### config.mk
export PLATFORM = sky130hd
export DESIGN_NAME = dcache_port_arbiter
export DESIGN_NICKNAME = d
export VERILOG_FILES = /design/src/rtl/dcache_port_arbiter.sv
export SDC_FILE = /design/constraint.sdc
export NUM_CORES = 1
export LEC_CHECK = 0
export BUFFER_PORTS_ARGS = -buffer_cell sky130_fd_sc_hd__buf_2
export CORE_AREA = 2 2 234 236
export DETAILED_ROUTE_END_ITERATION = 10
export DIE_AREA = 0 0 236 238
export SYNTH_ARGS = -nofsm -noshare
export SYNTH_HDL_FRONTEND = slang
export SYNTH_SLANG_ARGS = --single-unit
### constraint.sdc
create_clock -name clk -period 1.9 [get_ports clk]
set_input_delay 0.19 -clock clk [delete_from_list [all_inputs] [get_ports clk]]
set_output_delay 0.19 -clock clk [all_outputs]
set_load 0.05 [all_outputs]
### src/rtl/dcache_port_arbiter.sv
// Two-port D-cache arbiter (MEM stage = 0, page-table walker = 1); DCACHE_ARB_ROUND_ROBIN_EN selects round-robin ties, else requester 1 wins.
// Latency: request sampled in IDLE drives dc_en the next cycle; response passes through combinationally on completion.
// Backpressure: one transaction in flight; requests wait in IDLE, are held off during BUSY and the one-cycle DRAIN.
module dcache_port_arbiter #(
  parameter int ADDR_WIDTH = 64,
  parameter int DATA_WIDTH = 64
) (
  input  logic                  clk,
  input  logic                  reset_n,
  input  logic                  r0_en,
  input  logic [ADDR_WIDTH-1:0] r0_addr,
  input  logic                  r0_write_en,
  input  logic [DATA_WIDTH-1:0] r0_wdata,
  input  logic [1:0]            r0_wlen,
  output logic [DATA_WIDTH-1:0] r0_rdata,
  output logic                  r0_rvalid,
  output logic                  r0_write_done,
  output logic                  r0_page_fault,
  input  logic                  r1_en,
  input  logic [ADDR_WIDTH-1:0] r1_addr,
  input  logic                  r1_write_en,
  input  logic [DATA_WIDTH-1:0] r1_wdata,
  input  logic [1:0]            r1_wlen,
  output logic [DATA_WIDTH-1:0] r1_rdata,
  output logic                  r1_rvalid,
  output logic                  r1_write_done,
  output logic                  r1_page_fault,
  output logic                  dc_en,
  output logic [ADDR_WIDTH-1:0] dc_in_addr,
  output logic                  dc_write_en,
  output logic [DATA_WIDTH-1:0] dc_in_wdata,
  output logic [1:0]            dc_in_wlen,
  input  logic [DATA_WIDTH-1:0] dc_out_rdata,
  input  logic                  dc_out_rvalid,
  input  logic                  dc_out_write_done,
  input  logic                  dc_out_page_fault,
  output logic                  busy,
  output logic                  grant_id
);

  localparam logic [1:0] IDLE  = 2'd0;
  localparam logic [1:0] BUSY  = 2'd1;
  localparam logic [1:0] DRAIN = 2'd2;

  logic [1:0]            state;
  logic                  owner;
  logic [ADDR_WIDTH-1:0] lat_addr;
  logic                  lat_write_en;
  logic [DATA_WIDTH-1:0] lat_wdata;
  logic [1:0]            lat_wlen;
  logic                  sel;
  logic                  owner_en;
  logic                  deliver;
  logic                  d0;
  logic                  d1;

`ifdef DCACHE_ARB_ROUND_ROBIN_EN
  logic last_grant;

  always_comb begin
    sel = r1_en;
    if (r0_en && r1_en) sel = ~last_grant;
  end
`else
  // Requester 1 alone or in a tie wins; requester 0 only when it is alone.
  always_comb begin
    sel = r1_en;
  end
`endif

  always_ff @(posedge clk or negedge reset_n) begin
    if (!reset_n) begin
      state        <= IDLE;
      owner        <= 1'b0;
      lat_addr     <= '0;
      lat_write_en <= 1'b0;
      lat_wdata    <= '0;
      lat_wlen     <= 2'd0;
`ifdef DCACHE_ARB_ROUND_ROBIN_EN
      last_grant   <= 1'b1;
`endif
    end else begin
      case (state)
        IDLE: begin
          if (r0_en || r1_en) begin
            state        <= BUSY;
            owner        <= sel;
            lat_addr     <= sel ? r1_addr     : r0_addr;
            lat_write_en <= sel ? r1_write_en : r0_write_en;
            lat_wdata    <= sel ? r1_wdata    : r0_wdata;
            lat_wlen     <= sel ? r1_wlen     : r0_wlen;
`ifdef DCACHE_ARB_ROUND_ROBIN_EN
            last_grant   <= sel;
`endif
          end
        end
        BUSY: begin
          if (dc_out_rvalid || dc_out_write_done) state <= DRAIN;
        end
        DRAIN:   state <= IDLE;
        default: state <= IDLE;
      endcase
    end
  end

  assign busy        = (state != IDLE);
  assign grant_id    = owner;
  assign dc_en       = (state == BUSY);
  assign dc_in_addr  = lat_addr;
  assign dc_write_en = lat_write_en;
  assign dc_in_wdata = lat_wdata;
  assign dc_in_wlen  = lat_wlen;

  // A dropped enable (trap/flush) lets the cache finish but swallows the response.
  assign owner_en = owner ? r1_en : r0_en;
  assign deliver  = dc_en && (dc_out_rvalid || dc_out_write_done) && owner_en;
  assign d0       = deliver && !owner;
  assign d1       = deliver && owner;

  assign r0_rvalid     = d0 && dc_out_rvalid;
  assign r0_write_done = d0 && dc_out_write_done;
  assign r0_page_fault = d0 && dc_out_page_fault;
  assign r0_rdata      = d0 ? dc_out_rdata : '0;
  assign r1_rvalid     = d1 && dc_out_rvalid;
  assign r1_write_done = d1 && dc_out_write_done;
  assign r1_page_fault = d1 && dc_out_page_fault;
  assign r1_rdata      = d1 ? dc_out_rdata : '0;

endmodule

==> metrics <==
Top Ports 601; clock slew at the register clock pins of the worst setup and hold paths 0.07 ns; Fin Hold WS 0.07549 ns; total net switching power 11.42 mW; die width 236 um; Seq/Total Area, Yosys 42.91%; pin count of the biggest net entering global routing 70; # fillers 5542; grt peak-use layer met2; Setup Viol. Count Final 137; largest stage delay on the critical path 0.40 ns; met2 Usage GRT 21.68%; area share of the leading cell type in the synthesized netlist 42.91%; RSZ-0062 raised after global routing yes; DRC 0; router iterations before antenna repair 4; CP max stage cell dfrtp_1; worst clock skew 0.01950 ns; row count 85; Avg Cell Area, Syn 13.31 um^2; Nets 1549; GR Overflow Total 0; Root Buffer clkbuf_16; Place WS 0.1677 ns; antenna-violating nets left 0; failing checks negative setup slack; layout cells sized above 1 82.99%; Synth cell types 18; Placer Congestion 0.9351; status complete, but fails checks; synth top area cells dfrtp_1 (43%), mux2_2 (26%), mux2_4 (15%); core area 53500 um^2; Seq cells post-synth 134; hpwl dp 29040 um; commonest non-fill, non-tap cell in the layout buf_2; CP Cell Sequence nand2b_4 > nor4b_4 > buf_4 > clkbuf_16 > and2_1 > buf_6; Clk pwr share 15.5%; CP Capture Type output port; Worst-Margin Slew 0.4604 ns; clk sinks 134; non-filler cells, final 1929; critical path's top delay family simple AND/OR/NAND/NOR gates; CP bufs+invs 3; Placed Area 12610 um^2; Comb pwr share 62.0%; gr usage total 12.22%; CTS buffer count 17; DP Cell Count 1870; initial antenna violation count 12; Yosys Warn Count 0; Final min period 2.215 ns; vias post-DR 7298; max cap viols 0; Hold Path Class input pin to flip-flop; CTS HTree Levels 4; met3 usage 3.424%; Critical Path RT 1.71 ns; Pins Over Slew Limit 0; design area 14320 um^2; Die ar. 56170 um^2; Mapped Cells 587; Post-Syn Area 7814 um^2; routed wire length 37050 um; Worst slew margin 69.19%; Longest Clk Path Bufs 2; initial cell density of the core 14.61%; startpoint types flip-flop; synthesis-to-finish area growth 83.22%; Synth Net Count 920; sequential share of power 22.5%; Via density 3.783; P_int 11.68 mW; Net Sw Frac 49.43%; critical path class flip-flop to output port; power density over the cells 1614 nW/um^2; worst skew pair latency 0.47 ns; setup TNS -31.72 ns; vias in the first global route 7415; first-pass GRT wire length 49050 um; Final Cycle Share 116.6%; number of port buffers 600; final hold violations 0; Power Total 23.10 mW; M1 GR Usage 12.16%; VDD IR max 948.1 uV; Layout Utilization 26.76%; most frequent cells in the layout buf_2 (464), mux2_2 (183), dfrtp_1 (133); worst-path fanout max 8; crit path DAT 2.02 ns; TritonCTS clock tree built; setup slack after layout -0.3147 ns; initial DRC count 170; Chip Height 238 um; cell taking the most area after synthesis dfrtp_1; fmax 0.4515 GHz; Leak 6.892 nW; WL/cell 19.21 um
==> Yosys cell counts <==
library cell,count
dfrtp_1,134
mux2_4,79
clkbuf_2,5
nor3_2,1
mux2_2,183
nand2b_4,1
and2_1,134
o21a_1,1
inv_1,2
a21o_1,1
a22o_1,1
buf_6,11
nor2_2,1
nor2_1,2
buf_2,17
nor4b_4,1
clkbuf_1,11
nand2_1,2
==> layer usage <==
layer | wire [um] | vias to the layer above
li1 | - | 3288
met1 | 12880 | 3480
met2 | 18910 | 432
met3 | 2418 | 92
met4 | 2804 | 6
met5 | 42 | -
==> tightest hold or removal path: cells and delay by family <==
family | cells | cell delay (ns)
multiplexers | 2 | 0.25
buffers and inverters | 1 | 0.07
==> power groups by stage <==
stage               Combinational [mW]  Sequential, mW  Clock (mW)
floorplan                         4.92            10.2           0
global placement                  13.6            5.21           0
detailed placement                13.7            5.19           0
CTS                               14.0            5.20        3.75
global route                      14.8            5.36        3.86
finish                            14.3            5.19        3.59
==> state kept, by name, summed over array words and instances, names as in the netlist <==
register     cells
dc_in_wdata     64
dc_in_wlen       2
dc_in_addr      64
state            2
grant_id         1
dc_write_en      1
==> area by class of cell <==
type	count	area, um^2	area share (%)
Inverter	2	7.507	0.05244
Multi-Input combinational cell	407	4350	30.39
Antenna cell	4	10.01	0.06992
Timing Repair Buffer	654	5094	35.58
Clock inverter	14	190.2	1.328
Tap cell	696	870.8	6.083
Clock buffer	18	439.2	3.068
Sequential cell	134	3354	23.43
==> cell families after synthesis <==
kind of cell	share of synthesized area (%)
compound gates	0.3043
mux	41.55
simple gates	11.61
flops	42.91
buf+inv	3.619
==> final timing paths <==
kind | startpoint | to | slack, ns | depth (start not counted)
min in group asynchronous | reset_n | dc_in_wdata[47] | 0.13 | 2
setup / recovery | state[1] | r0_rdata[12] | -0.31 | 6
hold reg to reg | dc_in_wdata[8] | dc_in_wdata[8] | 0.50 | 1
max in group asynchronous | reset_n | dc_in_wdata[36] | 1.15 | 3
setup reg to reg | state[1] | dc_in_addr[36] | -0.01 | 7
hold / removal | r0_wdata[63] | dc_in_wdata[63] | 0.08 | 3
==> timing repair <==
action                                  in CTS  in global routing
buffers inserted                             4                  7
cloned                                       3                  7
pin swaps                                    4                 28
endpoints found under the setup margin     134                134
resized for setup                          137                157
endpoints found under the hold margin      135                  0
hold buffers                                 2                  0
Power figures use the tool's default switching activity.
